**src/rtl/tmr_pkg.sv**
```systemverilog
// Shared encodings for the TMR add/sub pipeline.
package tmr_pkg;

  localparam logic MODE_TMR = 1'b0;
  localparam logic MODE_DMR = 1'b1;

  localparam int CTL_ADD  = 0;
  localparam int CTL_SUB  = 1;
  localparam int CTL_RSUB = 2;

  // Two-rail error pair {err0, err1}
  localparam logic [1:0] ERR_OK  = 2'b01;
  localparam logic [1:0] ERR_DET = 2'b00;

  function automatic logic is_onehot3(input logic [2:0] v);
    return (v == 3'b001) || (v == 3'b010) || (v == 3'b100);
  endfunction

endpackage

```
**src/rtl/rca_w.sv**
```systemverilog
// Parametrised ripple-carry adder, one instance per replica.
module rca_w #(
  parameter int WIDTH = 3
) (
  input  logic [WIDTH-1:0] a,
  input  logic [WIDTH-1:0] b,
  input  logic             cin,
  output logic [WIDTH-1:0] sum,
  output logic             cout
);

  logic [WIDTH:0] c;

  // Carry ripples from bit 0 upward
  always_comb begin
    c    = '0;
    sum  = '0;
    c[0] = cin;
    for (int i = 0; i < WIDTH; i++) begin
      sum[i]   = a[i] ^ b[i] ^ c[i];
      c[i+1]   = (a[i] & b[i]) | (c[i] & (a[i] ^ b[i]));
    end
    cout = c[WIDTH];
  end

endmodule

```
**src/rtl/tmr_addsub_pipe.sv**
```systemverilog
// Two-stage checked add/sub unit: three voted replicas, input checks,
// leaky per-replica mismatch counters and TMR->DMR degradation.
module tmr_addsub_pipe
  import tmr_pkg::*;
#(
  parameter int WIDTH       = 3,
  parameter int CNT_W       = 3,
  parameter int FAIL_THRESH = 4
) (
  input  logic             clk,
  input  logic             rst,
  input  logic             in_valid,
  input  logic [WIDTH-1:0] a,
  input  logic [WIDTH-1:0] b,
  input  logic             par,
  input  logic [2:0]       ctl,
  input  logic [2:0]       inj,
  input  logic             clr_fail,
  output logic             out_valid,
  output logic [WIDTH-1:0] sum,
  output logic             cout,
  output logic             err0,
  output logic             err1,
  output logic             mode,
  output logic [2:0]       fail_mask
);

  localparam logic [CNT_W-1:0] CNT_MAX = '1;
  localparam logic [CNT_W-1:0] THRESH  = CNT_W'(FAIL_THRESH);

  // stage 1 registers
  logic [WIDTH-1:0] a_d, a_q, b_d, b_q;
  logic             par_d, par_q, vld1_d, vld1_q;
  logic [2:0]       ctl_d, ctl_q, inj_d, inj_q;

  // stage 2 / status registers
  logic [WIDTH-1:0]            sum_d, sum_q;
  logic                        cout_d, cout_q, out_valid_d, out_valid_q;
  logic [1:0]                  err_d, err_q;
  logic                        mode_d, mode_q;
  logic [2:0]                  mask_d, mask_q;
  logic [2:0][CNT_W-1:0]       cnt_d, cnt_q;

  // replica datapath
  logic [WIDTH-1:0]            ai, bi;
  logic                        cin;
  logic [2:0][WIDTH-1:0]       rs;
  logic [2:0]                  rc;
  logic [2:0][WIDTH:0]         rw;

  // vote results
  logic [WIDTH:0]              word;
  logic [1:0]                  vote_err;
  logic                        has_min, all_agree, in_err;
  logic [1:0]                  min_idx;

  // Stage 1 captures operands every cycle; vld1 qualifies them
  always_comb begin
    a_d    = a;
    b_d    = b;
    par_d  = par;
    ctl_d  = ctl;
    inj_d  = inj;
    vld1_d = in_valid;
  end

  assign ai  = a_q ^ {WIDTH{ctl_q[CTL_RSUB]}};
  assign bi  = b_q ^ {WIDTH{ctl_q[CTL_SUB]}};
  assign cin = ~ctl_q[CTL_ADD];

  for (genvar g = 0; g < 3; g++) begin : g_rep
    rca_w #(.WIDTH(WIDTH)) u_rca (
      .a    (ai),
      .b    (bi),
      .cin  (cin),
      .sum  (rs[g]),
      .cout (rc[g])
    );
    // injection only disturbs bit 0 of the sum, never the carry
    assign rw[g] = {rc[g], rs[g] ^ {{(WIDTH-1){1'b0}}, inj_q[g]}};
  end

  // Majority vote in TMR, lower-index pairwise compare in DMR
  always_comb begin
    word      = rw[0];
    vote_err  = ERR_OK;
    has_min   = 1'b0;
    all_agree = 1'b0;
    min_idx   = 2'd0;
    in_err    = ~(^{a_q, b_q, par_q}) | ~is_onehot3(ctl_q);
    if (mask_q == 3'b000) begin
      if ((rw[0] == rw[1]) && (rw[0] == rw[2])) begin
        all_agree = 1'b1;
      end else if (rw[0] == rw[1]) begin
        has_min = 1'b1;
        min_idx = 2'd2;
      end else if (rw[0] == rw[2]) begin
        has_min = 1'b1;
        min_idx = 2'd1;
      end else if (rw[1] == rw[2]) begin
        word    = rw[1];
        has_min = 1'b1;
        min_idx = 2'd0;
      end else begin
        vote_err = ERR_DET;
      end
    end else if (mask_q[0]) begin
      word = rw[1];
      if (rw[1] != rw[2]) vote_err = ERR_DET;
    end else begin
      word = rw[0];
      if (rw[0] != (mask_q[1] ? rw[2] : rw[1])) vote_err = ERR_DET;
    end
  end

  // Result, counter and retirement next-state; clr_fail overrides all health updates
  always_comb begin
    out_valid_d = vld1_q;
    sum_d       = sum_q;
    cout_d      = cout_q;
    err_d       = err_q;
    cnt_d       = cnt_q;
    mask_d      = mask_q;
    if (vld1_q) begin
      if (in_err) begin
        sum_d  = '0;
        cout_d = 1'b0;
        err_d  = ERR_DET;
      end else begin
        {cout_d, sum_d} = word;
        err_d           = vote_err;
        if (has_min || all_agree) begin
          for (int i = 0; i < 3; i++) begin
            if (has_min && (2'(i) == min_idx)) begin
              if (cnt_q[i] != CNT_MAX) cnt_d[i] = cnt_q[i] + 1'b1;
              if (cnt_d[i] == THRESH) mask_d[i] = 1'b1;
            end else if (cnt_q[i] != '0) begin
              cnt_d[i] = cnt_q[i] - 1'b1;
            end
          end
        end
      end
    end
    if (clr_fail) begin
      mask_d = '0;
      cnt_d  = '0;
    end
    mode_d = (mask_d != 3'b000) ? MODE_DMR : MODE_TMR;
  end

  // All pipeline and status state, synchronous reset
  always_ff @(posedge clk) begin
    if (rst) begin
      a_q         <= '0;
      b_q         <= '0;
      par_q       <= 1'b0;
      ctl_q       <= '0;
      inj_q       <= '0;
      vld1_q      <= 1'b0;
      out_valid_q <= 1'b0;
      sum_q       <= '0;
      cout_q      <= 1'b0;
      err_q       <= ERR_OK;
      mode_q      <= MODE_TMR;
      mask_q      <= '0;
      cnt_q       <= '0;
    end else begin
      a_q         <= a_d;
      b_q         <= b_d;
      par_q       <= par_d;
      ctl_q       <= ctl_d;
      inj_q       <= inj_d;
      vld1_q      <= vld1_d;
      out_valid_q <= out_valid_d;
      sum_q       <= sum_d;
      cout_q      <= cout_d;
      err_q       <= err_d;
      mode_q      <= mode_d;
      mask_q      <= mask_d;
      cnt_q       <= cnt_d;
    end
  end

  assign out_valid = out_valid_q;
  assign sum       = sum_q;
  assign cout      = cout_q;
  assign err0      = err_q[1];
  assign err1      = err_q[0];
  assign mode      = mode_q;
  assign fail_mask = mask_q;

endmodule

```
**config.mk**
```make
export PLATFORM = sky130hd
export DESIGN_NAME = tmr_addsub_pipe
export DESIGN_NICKNAME = d
export VERILOG_FILES = /design/src/rtl/tmr_pkg.sv /design/src/rtl/rca_w.sv /design/src/rtl/tmr_addsub_pipe.sv
export SDC_FILE = /design/constraint.sdc
export NUM_CORES = 1
export LEC_CHECK = 0
export BUFFER_PORTS_ARGS = -buffer_cell sky130_fd_sc_hd__buf_2
export CELL_PAD_IN_SITES_DETAIL_PLACEMENT = 0
export CELL_PAD_IN_SITES_GLOBAL_PLACEMENT = 1
export CORE_AREA = 4 4 77 79
export DETAILED_ROUTE_END_ITERATION = 6
export DIE_AREA = 0 0 81 83
export PLACE_DENSITY = 0.81
export SKIP_LAST_GASP = 1
export SLEW_MARGIN = 15
export SYNTH_ARGS = -nofsm -noshare
export SYNTH_HDL_FRONTEND = slang
export SYNTH_SLANG_ARGS = --single-unit
```
**constraint.sdc**
```tcl
create_clock -name clk -period 1.8 [get_ports clk]
set_input_delay 0.09 -clock clk [delete_from_list [all_inputs] [get_ports clk]]
set_output_delay 0.09 -clock clk [all_outputs]
set_load 0.02 [all_outputs]
```
**Word-level counts from Yosys, hierarchy flattened**

Cells that the tools add are included.

- Bits in latches: 0
- Logic and storage cells: 144
- Memories kept: 0
- Memory bits (writable): 0
- Register bits: 34
- ROM bits: 0
- Output and inout bits: 11

- Muxes and demuxes: 61
- Order comparisons: 0
- Shift operators: 0
- Bitwise logic cells: 25
- Reductions and logical operators: 21
- $add $sub $neg: 6
- Divide/modulo/power cells: 0
- Equality and inequality tests: 16
- Multipliers: 0

Operators by type and width:

| operator | count |
|---|---|
| $mux 3 | 33 |
| $mux 1 | 22 |
| $eq 3x3->1 const B | 4 |
| $mux 2 | 6 |
| $reduce_and 4->1 | 3 |
| $reduce_bool 3->1 | 4 |
| $add 3x1->3 const B | 3 |
| $eq 3x3->1 | 3 |
| $ne 3x3->1 const B | 3 |
| $sub 3x1->3 const B | 3 |
| $xor 3x1->3 | 3 |
| $reduce_xor 7->1 | 1 |
| $and 1x1->1 | 6 |
| $reduce_bool 2->1 | 3 |
| $xor 1x1->1 | 6 |
| $xor 3x3->3 | 2 |
| $logic_and 1x1->1 | 4 |
| $ne 4x4->1 | 1 |
| $not 1->1 | 4 |
| $or 1x1->1 | 4 |
| $eq 3x1->1 const B | 1 |
| $eq 3x2->1 const B | 1 |
| $logic_not 3->1 | 1 |
| $logic_or 1x1->1 | 3 |
| 5 further kinds | 5 |

**Longest topological paths before layout**

Gate-level depths: netlist of run 1.

- Depth after elaboration: 28
- Mapped depth: 8
- Mapped depth without buffers: 7

**By module**

A second synthesis of run 1 with hierarchy kept.

- Cell total of the unflattened synthesis: 250
- Area total of the unflattened synthesis: 2242.2 um^2

Modules (own cells, without submodules):

| module | area an instance (um^2) | instances | cells an instance | seq. area each (um^2) |
|---|---|---|---|---|
| tmr_addsub_pipe | 1949.4 | 1 | 211 | 660.6 |
| rca_w | 97.6 | 3 | 13 | 0.0 |

**Worst setup path before layout of run 1**

No wires, ideal clock.

- Path kind: reg-to-reg
- Start point: reg ctl_q[1]
- End point: reg sum_q[2] (netlist: sum[2])
- Period minus slack after synthesis: 1982 ps
- Path slack: -182 ps
- Stages on the path, launching flop included: 9
- Setup time: 128 ps
- Path buffers: 1
- Data arrival time: 1854 ps
- Cells stage by stage: dfxtp_1 -> clkbuf_1 -> xnor2_1 -> fa_1 -> inv_1 -> fa_1 -> fa_1 -> a22oi_1 -> nor2_1

- Cells in the longest elaborated chain, start to end: 15
- Elaborated cells on any way between the ends: 34
- Those cells by class: eq/ne: 6; mux: 7; bitwise: 18; reduce/logical: 3

RTL lines:

| what | line | RTL |
|---|---|---|
| start: declaration | tmr_addsub_pipe.sv:34 | `logic [2:0] ctl_d, ctl_q, inj_d, inj_q;` |
| start signal: assignment | tmr_addsub_pipe.sv:171 | `ctl_q <= ctl_d;` |
| $xor 3x3->3 | tmr_addsub_pipe.sv:68 | `assign bi = b_q ^ {WIDTH{ctl_q[CTL_SUB]}};` |
| $xor 1x1->1 | rca_w.sv:20, rca_w.sv:21 |  |
| $and 1x1->1 | rca_w.sv:21 | `c[i+1] = (a[i] & b[i]) \| (c[i] & (a[i] ^ b[i]));` |
| $or 1x1->1 | rca_w.sv:21 |  |
| $and 1x1->1 | rca_w.sv:21 |  |
| $or 1x1->1 | rca_w.sv:21 |  |
| $xor 1x1->1 | rca_w.sv:20 | `sum[i] = a[i] ^ b[i] ^ c[i];` |
| $xor 3x1->3 | tmr_addsub_pipe.sv:80 | `assign rw[g] = {rc[g], rs[g] ^ {{(WIDTH-1){1'b0}}, inj_q[g]}};` |
| $eq 3x3->1 | tmr_addsub_pipe.sv:100 | `end else if (rw[1] == rw[2]) begin` |
| $mux 3 | tmr_addsub_pipe.sv:100 |  |
| $mux 3 | tmr_addsub_pipe.sv:97 | `end else if (rw[0] == rw[2]) begin` |
| $mux 3 | tmr_addsub_pipe.sv:94 | `end else if (rw[0] == rw[1]) begin` |
| $mux 3 | tmr_addsub_pipe.sv:92 | `if ((rw[0] == rw[1]) && (rw[0] == rw[2])) begin` |
| $mux 3 | tmr_addsub_pipe.sv:91 | `if (mask_q == 3'b000) begin` |
| $mux 3 (*) | tmr_addsub_pipe.sv:125 | `if (in_err) begin` |
| end signal: assignment | tmr_addsub_pipe.sv:175 | `sum_q <= sum_d;` |
| end: declaration | tmr_addsub_pipe.sv:37 | `logic [WIDTH-1:0] sum_d, sum_q;` |

Mark *: on every way between the ends. The rest lies on a longest branch, timed or not.
A chain may end at the register's enable or synchronous reset.

**Worst setup path in the final report of run 1**

- Start point: reg b_q[2]
- End point: reg cnt_q[5] in the netlist's numbering

- Cells in the longest elaborated chain, start to end: 13
- Elaborated cells on any way between the ends: 31
- Those cells by class: eq/ne: 4; mux: 12; bitwise: 9; reduce/logical: 6

RTL lines:

| what | line | RTL |
|---|---|---|
| start: declaration | tmr_addsub_pipe.sv:32 | `logic [WIDTH-1:0] a_d, a_q, b_d, b_q;` |
| start signal: assignment | tmr_addsub_pipe.sv:155 | `b_q <= '0;` |
| start signal: assignment | tmr_addsub_pipe.sv:169 | `b_q <= b_d;` |
| $xor 3x3->3 | tmr_addsub_pipe.sv:68 |  |
| $xor 1x1->1 | rca_w.sv:20, rca_w.sv:21 |  |
| $xor 1x1->1 | rca_w.sv:20 |  |
| $xor 3x1->3 | tmr_addsub_pipe.sv:80 |  |
| $eq 3x3->1 (on tied branches) | tmr_addsub_pipe.sv:92, tmr_addsub_pipe.sv:97, tmr_addsub_pipe.sv:100 |  |
| $mux 1 (on tied branches) | tmr_addsub_pipe.sv:97, tmr_addsub_pipe.sv:100 |  |
| $mux 2 or $mux 1 (tied branches) | tmr_addsub_pipe.sv:94, tmr_addsub_pipe.sv:97 |  |
| $mux 2 or $mux 1 (tied branches) | tmr_addsub_pipe.sv:92, tmr_addsub_pipe.sv:94 |  |
| $mux 2 or $mux 1 (tied branches) | tmr_addsub_pipe.sv:91, tmr_addsub_pipe.sv:92 |  |
| $eq 1x2->1 or $mux 1 (tied branches) | tmr_addsub_pipe.sv:134, tmr_addsub_pipe.sv:91 |  |
| $logic_and 1x1->1 | tmr_addsub_pipe.sv:134 | `if (has_min && (2'(i) == min_idx)) begin` |
| $reduce_bool 2->1 (no line) | -- |  |
| $reduce_and 4->1 (no line) | -- |  |
| end signal: assignment | tmr_addsub_pipe.sv:180 | `cnt_q <= cnt_d;` |
| end: declaration | tmr_addsub_pipe.sv:42 | `logic [2:0][CNT_W-1:0] cnt_d, cnt_q;` |

Several ways; a longest one is shown, not always the timed one.

==> flow_summary.ini, run 1 <==
[outcome]
status = finished, violations left
violations = setup timing

[grt]
grt_pass1_wl_um = 7310
grt_pass1_vias = 1582
grt_antenna_before_repair = 0
overflow = 0
track_usage_pct = 13.6
grt_max_degree = 22

[power]
p_switching_uw = 460
pwr-share-comb_pct = 18.7
pwr-share-seq_pct = 42.7
clockPowerShare_pct = 38.6
p_leak_uw = 0.00113
intPower_uw = 1360
ir_drop_uv = 550
power.density_nw_per_um2 = 678
switching_share_pct = 25.3

[synthesis]
synth_fp_nets = 249
synth_seq_cells = 33
synth-compound-area-share_pct = 19.2
ys_seq_area_share_pct = 33.3
synth_cells = 220
synth_mux_area_share_pct = 1.64
synth_top_area_cell = dfxtp_1
synth-xor-area-share_pct = 8.52
synthArstFlopShare_pct = 0
synth.most_common_cell = dfxtp_1
yosys.area_share.simple_pct = 23.2
ys_warn_count = 0
syn_area_per_cell_um2 = 9.01
syn_area_um2 = 1980
synth_edf_count = 0
synth_area_leaders = dfxtp_1 (33%), nor2b_1 (6.3%), ha_1 (5.7%), xor2_1 (3.5%), fa_1 (3.0%)
synth_top_family_by_area = simple AND/OR/NAND/NOR gates
synth.distinct_cells = 52
synthAdderAreaFrac_pct = 8.71
synth_top_cell_area_share_pct = 33.3
netlist_top_cells_count = dfxtp_1 (33), nor2b_1 (20), nor2_1 (16)
synth_ff_type = dfxtp_1

[layout]
fill_cells = 513
fin_area_um2 = 2680
antenna_cells = 0
drive_above_1_share_pct = 37.1
nNetsFinal = 306
postLayoutCoreUtil_pct = 50.3
area_growth_pct = 35.3

[critical_path]
critPathCaptureType = flop
start_kind = flop
cp_top_family = XOR/XNOR gates
crit_required_ps = 1990
path_class = flop to flop
cp_num_buf_inv = 1
slowest_stage = xnor3_1
worstPathMaxFanout = 10
path_cells = xnor3_1, xnor3_2, nor3b_4, buf_12, and4_1, a2111oi_2
crit_path_max_incr_delay_ps = 380
crit_arrival_ps = 2060

[routing]
wl_met2_um = 2040
drtAntennaViolNets = 0
drt_wl_total_um = 4350
wl_met1_um = 2060
top_layer = met4
first_pass_iters = 5
drt_iter0_markers = 66
via_per_inst = 4.96
drc_errors = 0
wl_per_cell_um = 12.4
dr_wl_met3_um = 154
dr_total_vias = 1736

[placement]
place_area_um2 = 2380
io_buffers = 26
dpl_worst_slack_ps = -147
gp_congestion = 0.827
hpwl_um = 3240

[sta]
clock.fmax_mhz = 536
finalCriticalPeriod_ps = 1870
fin_crit_sh_pct = 104
rsz0062_at_grt = yes
worst_slack_ps = -66.6
setup_viol = 6
finalMaxSlewViolations = 0
clock_skew_ps = 5.22
hold_viol = 0

[floorplan]
die_x_um = 81
io_pins = 28
start_util_pct = 37.2
die_h_um = 83
dieArea_um2 = 6720
num_rows = 27
fp.coreArea_um2 = 5340

[cts]
clock_tree.buffer_depth = 2
insertion_delay_ps = 290
clk_pin_slew_ps = 70
cts-root-buf = clkbuf_8
htree_num_levels = 2
cts.sinks = 33
cts_tree = yes
numCtsBuffers = 5

[flow_run]
cap_violations = 0

[hold_path]
hold_class = input pin to flop
repair_timing:
item                       4_1_cts  5_1_grt
pin swaps                        3        5
gates resized for setup         11       12
setup endpoints to repair       11       15
cloned                           0        0
setup buffers                    0        3
hold buffers                     8        0
hold endpoints to repair         8        0
power groups by stage:
stage | logic, uW | registers (uW) | clock network (uW)
2_1_floorplan | 183 | 794 | 0
3_3_place_gp | 293 | 787 | 0
3_5_place_dp | 297 | 789 | 0
4_1_cts | 323 | 773 | 728
5_1_grt | 373 | 779 | 763
6_report | 340 | 776 | 702
layout by cell type, fill, tap and decap left out, drive strengths merged, types with 4 or more instances in the layout:
cell / instances
a31o: 4
dlygate4sd3: 8
dfxtp: 33
a22oi: 6
a211oi: 4
buf: 55
nor3: 5
a21oi: 10
nand2: 7
nand4: 4
o21ai: 7
ha: 9
xor2: 8
clkbuf: 5
nor2b: 20
nor2: 16
inv: 12
nor3b: 6
xnor2: 6
nand3: 5
cell families after synthesis:
| kind of cell | after synthesis |
|---|---|
| muxes | 3 |
| buffers and inverters | 25 |
| other | 1 |
| AOI/OAI and AO/OA | 52 |
| DFF | 33 |
| and+or+nand+nor | 78 |
| xor gates and xnor gates | 16 |
| adders and majority gates | 12 |
path summary, 6_finish.rpt:
check / cells past startpoint / startpoint / slack (ps) / endpoint
max: 6 / b_q[2] / -70 / cnt_q[5]
max reg2reg: 6 / b_q[2] / -70 / cnt_q[5]
min reg2reg: 1 / err_q[0] / 490 / err_q[0]
min: 2 / b[0] / 10 / b_q[0]
cell type report:
cell class              instances  area, um2  share of cell area, %
clock buffers                   5       68.8                   2.57
clock inverters                 3       46.3                   1.73
inverters                      12       45.0                   1.68
multi-input cells             162       1310                   48.8
flip-flops and latches         33        671                   25.0
well taps                      72       90.1                   3.36
repair buffers                 63        453                   16.9
flip-flops by register name, indices dropped and copies added, names as in the netlist:
name,count
b_q,3
out_valid_d,1
fail_mask,3
ctl_q,3
a_q,3
err_q,1
mode,1
par_q,1
inj_q,3
out_valid,1
cout,1
sum,3
cnt_q,9
layer usage:
metal | GRT usage (%) | vias to the layer above
met2 | 20.5 | 25
met5 | 0 | -
met1 | 18.1 | 806
met3 | 3.15 | 11
li1 | - | 894
met4 | 6.14 | 0
stage by stage:
step | hold slack (ps) | setup TNS [ps] | std cells | power [uW]
floorplan | 218 | -69.7 | 220 | 978
global placement | 298 | -217 | 331 | 1080
detailed placement | 304 | -543 | 331 | 1090
CTS | 2.68 | -365 | 347 | 1820
global route | 4.51 | -978 | 350 | 1910
finish | 10.3 | -212 | 350 | 1820
Power figures use the tool's default switching activity.
==> inputs of run 2 (changes only) <==
Settings changed: CTS_CLUSTER_SIZE set to 20, TNS_END_PERCENT set to 50.
==> flow_summary.ini, run 2 (synthesis gave the netlist of run 1 again) <==
[outcome]
status = finished, violations left
violations = setup timing

[placement]
hpwl_um = 3240
placed_cells = 331
io_buffers = 26
gp_congestion = 0.827

[grt]
grt_pass1_vias = 1582
grt_pass1_wl_um = 7310
grt_antenna_before_repair = 0
overflow = 0
grt_max_degree = 22
grt_util_met2_pct = 20.5
grtUsageMet1_pct = 18.1
grt_busiest_layer = met2
grt.met3_usage_pct = 3.15
track_usage_pct = 13.6

[hold_path]
min_path_cells = 2
min_from = b[0]
hold_class = input pin to flop
min_to = b_q[0]

[critical_path]
crit_arrival_ps = 2060
worstPathMaxFanout = 10
critPathCaptureType = flop
crit-reg2reg-capture = cnt_q[5]
path_class = flop to flop
start_kind = flop
crit_start = b_q[2]
reg2reg_depth = 6
crit_required_ps = 1990
reg2reg_slack_ps = -70
r2r-start = b_q[2]

[routing]
first_pass_iters = 4
drc_errors = 0
drtAntennaViolNets = 0
dr_total_vias = 1732
drt_iter0_markers = 75
via_per_inst = 4.95
drt_wl_total_um = 4340
wl_per_cell_um = 12.4

[power]
p_leak_uw = 0.00113
power.density_nw_per_um2 = 677
ir_drop_uv = 547

[sta]
hold_viol = 0
hold_slack_ps = 11.1
clock_skew_ps = 5.87
clock.fmax_mhz = 535
setup_viol = 6
rsz0062_at_grt = yes
tns_ps = -210
fin_crit_sh_pct = 104
finalCriticalPeriod_ps = 1870
worst_slack_ps = -67.7
finalMaxSlewViolations = 0

[cts]
clock_tree.buffer_depth = 2
numCtsBuffers = 5
cts-root-buf = clkbuf_8
cts_tree = yes
insertion_delay_ps = 290
htree_num_levels = 2
cts.sinks = 33
clk_pin_slew_ps = 70

[layout]
max_flop_register = cnt_q
final_common_cell = buf_4
nNetsFinal = 306
fill_cells = 515
finalNonFillerCells = 350
layout_common_cells = buf_4 (27), buf_2 (26), dfxtp_1 (25)
antenna_cells = 0
area_growth_pct = 34.8
drive_above_1_share_pct = 36.3
regArea_um2 = 671
multiInputGateArea_um2 = 1300
largest_reg_flops = 9

[floorplan]
num_rows = 27
start_util_pct = 37.2
fp.coreArea_um2 = 5340
dieArea_um2 = 6720
die_h_um = 83
die_x_um = 81
io_pins = 28

[flow_run]
cap_violations = 0
==> run 2: cell types whose count changed in the layout (fill, tap and decap cells not counted) <==
cell     previous run  this run
a22oi_1             3         5
o21ai_1             2         1
a22oi_2             3         1
o21ai_0             4         5
==> run 2: stage by stage <==
stage	power (uW)	utilization, %	setup WS, ps	area [um2]
final	1810	50.1	-67.7	2670
after global routing	1910	50.1	-136	2670
after CTS	1820	49.0	-100	2610
after detailed placement	1090	44.7	-147	2380
after global placement	1080	44.7	-66.3	2380
after floorplan	978	-	-69.7	2020
==> run 2: worst max path at each step <==
| stage | end | cells past startpoint |
|---|---|---|
| after floorplan | sum[2] | 8 |
| after global placement | sum[2] | 7 |
| after detailed placement | sum[2] | 7 |
| after CTS | cnt_q[5] | 6 |
| after global routing | cnt_q[7] | 6 |
| final | cnt_q[5] | 6 |
==> run 2: where the power goes <==
part	internal (uW)	switching [uW]	leakage [uW]
sequential	756	19.9	0.000273
clock	414	286	0.0000543
combinational	186	149	0.000803
total	1360	454	0.00113
==> run 2: repair_timing <==
item / CTS / global route
setup buffers: 0 / 3
setup endpoints to repair: 11 / 16
hold endpoints to repair: 8 / 0
resized for setup: 10 / 10
gates cloned: 0 / 0
pin swaps: 3 / 5
hold buffers: 8 / 0
==> run 2: worst max-delay path: stages (launching register included) <==
cell       delay (ps)
dfxtp_2           330
xnor3_1           380
xnor3_2           240
nor3b_4           170
buf_12            130
and4_1            200
a2111oi_2         300
==> run 2: routing by layer <==
| layer | vias up | share of wire [%] |
|---|---|---|
| li1 | 894 | - |
| met1 | 802 | 47 |
| met2 | 27 | 47 |
| met3 | 9 | 3.5 |
| met4 | 0 | 2.1 |
| met5 | - | 0 |
==> run 2: cell type report <==
type | count | area share [%]
tap | 72 | 3.37
timing repair buffer | 63 | 16.9
sequential | 33 | 25.1
clock buffer | 5 | 2.57
inverter | 12 | 1.69
multi-input combinational | 162 | 48.6
clock inverter | 3 | 1.73
==> inputs of run 3 (changes only) <==
==> constraint.sdc (replaced) <==
create_clock -name clk -period 1.8 [get_ports clk]
set_input_delay 0.36 -clock clk [delete_from_list [all_inputs] [get_ports clk]]
set_output_delay 0.36 -clock clk [all_outputs]
set_load 0.02 [all_outputs]
==> flow_summary.ini, run 3 (synthesis gave the netlist of run 1 again) <==
[outcome]
status = finished, violations left
violations = setup timing

[critical_path]
critPathCaptureType = flop
crit_path_end = cnt_q[1]
worstPathMaxFanout = 5
r2r-start = b_q[2]
crit_arrival_ps = 2060
path_depth = 7
cp_num_buf_inv = 2
reg2reg_slack_ps = -90
reg2reg_depth = 7
start_kind = flop
crit_required_ps = 1980
crit_start = b_q[2]
slowest_stage = xnor3_1
cp_top_family = XOR/XNOR gates
crit-reg2reg-capture = cnt_q[1]
path_class = flop to flop
crit_path_max_incr_delay_ps = 390
path_cells = xnor3_1, xnor3_2, nor3b_4, buf_12, buf_6, nand3_1, a32o_1

[sta]
fin_crit_sh_pct = 105
worst_slack_ps = -85.3
rsz0062_at_grt = yes
clock_skew_ps = 4.50
hold_viol = 0
finalMaxSlewViolations = 0
clock.fmax_mhz = 530
setup_viol = 12
finalCriticalPeriod_ps = 1890

[cts]
cts_tree = yes
holdBufCountCts = 0
insertion_delay_ps = 290
htree_num_levels = 2
clock_tree.buffer_depth = 2
numCtsBuffers = 5
clk_pin_slew_ps = 70
cts-root-buf = clkbuf_8
cts.sinks = 33

[hold_path]
min_from = b[1]
hold_class = input pin to flop

[layout]
nNetsFinal = 297
postLayoutCoreUtil_pct = 48.1
finalNonFillerCells = 341
antenna_cells = 0
max_flop_register = cnt_q
largest_reg_flops = 9
area_growth_pct = 29.3
layout_common_cells = dfxtp_1 (26), buf_2 (26), buf_4 (24)
drive_above_1_share_pct = 34.9

[grt]
track_usage_pct = 13.1
grt_pass1_vias = 1592
grt_max_degree = 22
grt_pass1_wl_um = 7030
grt_antenna_before_repair = 0
overflow = 0

[placement]
placed_cells = 330
gp_congestion = 0.815
hpwl_um = 3150
io_buffers = 26

[floorplan]
die_h_um = 83
die_x_um = 81
num_rows = 27
start_util_pct = 37.2
fp.coreArea_um2 = 5340
dieArea_um2 = 6720
io_pins = 28

[routing]
first_pass_iters = 4
wl_per_cell_um = 12.0
drc_errors = 0
drt_wl_total_um = 4090
drtAntennaViolNets = 0
drt_iter0_markers = 87
dr_total_vias = 1705
via_per_inst = 5.00

[power]
p_leak_uw = 0.00109
power_uw = 1810
power.density_nw_per_um2 = 704
ir_drop_uv = 470

[flow_run]
cap_violations = 0
[run 3: changes by cell type in the layout (fill, tap and decap cells not counted), sizes merged]
cell         before  now
dlygate4sd3       8    0
buf              55   53
clkbuf            5    6
[run 3: timing repair]
item / CTS / global route
setup buffers: 0 / 2
endpoints found under the setup margin: 11 / 18
gates resized for setup: 8 / 6
pin swaps: 5 / 8
gates cloned: 0 / 1
[run 3: area by class of cell]
cell class | instances | area, um2
timing repair buffer | 54 | 378
multi-input combinational | 162 | 1270
fill | 506 | 2770
tap | 72 | 90.1
sequential | 33 | 669
clock buffer | 5 | 68.8
clock inverter | 3 | 46.3
inverter | 12 | 45.0
[run 3: how the worst min path moves through the flow]
stage	depth (start not counted)	end	slack, ps
after global placement	1	err_q[0]	480
after floorplan	1	b_q[2]	490
after detailed placement	1	err_q[0]	480
after CTS	2	a_q[0]	270
final	2	b_q[1]	280
after global routing	2	ctl_q[1]	270
[run 3: worst register-to-register path: cells and delay by family (launching register included)]
kind,cells,cell delay [ps]
flops,1,330
simple gates,2,340
compound gates,1,230
buf+inv,2,250
xor+xnor,2,630
[run 3: metrics by stage]
step | hold WS (ps) | worst slack, ps | TNS (ps) | area, um2
floorplan | 488 | -69.7 | -69.7 | 2020
global placement | 476 | -72.2 | -274 | 2360
detailed placement | 482 | -122 | -560 | 2360
CTS | 270 | -104 | -718 | 2500
global route | 271 | -169 | -1960 | 2560
finish | 276 | -85.3 | -570 | 2560
[run 3: routing by layer]
metal	vias up	routed length [um]	part of all wire, %	global-route usage (%)
met3	8	187	4.6	3.58
met4	0	72	1.8	5.38
met1	785	1920	47	16.9
met2	36	1910	47	20.2
li1	876	-	-	-
met5	-	0	0	0
[run 3: power breakdown]
| part | leakage, uW | total [uW] | internal [uW] | switching [uW] |
|---|---|---|---|---|
| Clock | 0.0000543 | 709 | 414 | 295 |
| Sequential | 0.000272 | 773 | 756 | 17.7 |
| Combinational | 0.000765 | 323 | 182 | 141 |
| Total | 0.00109 | 1810 | 1350 | 454 |
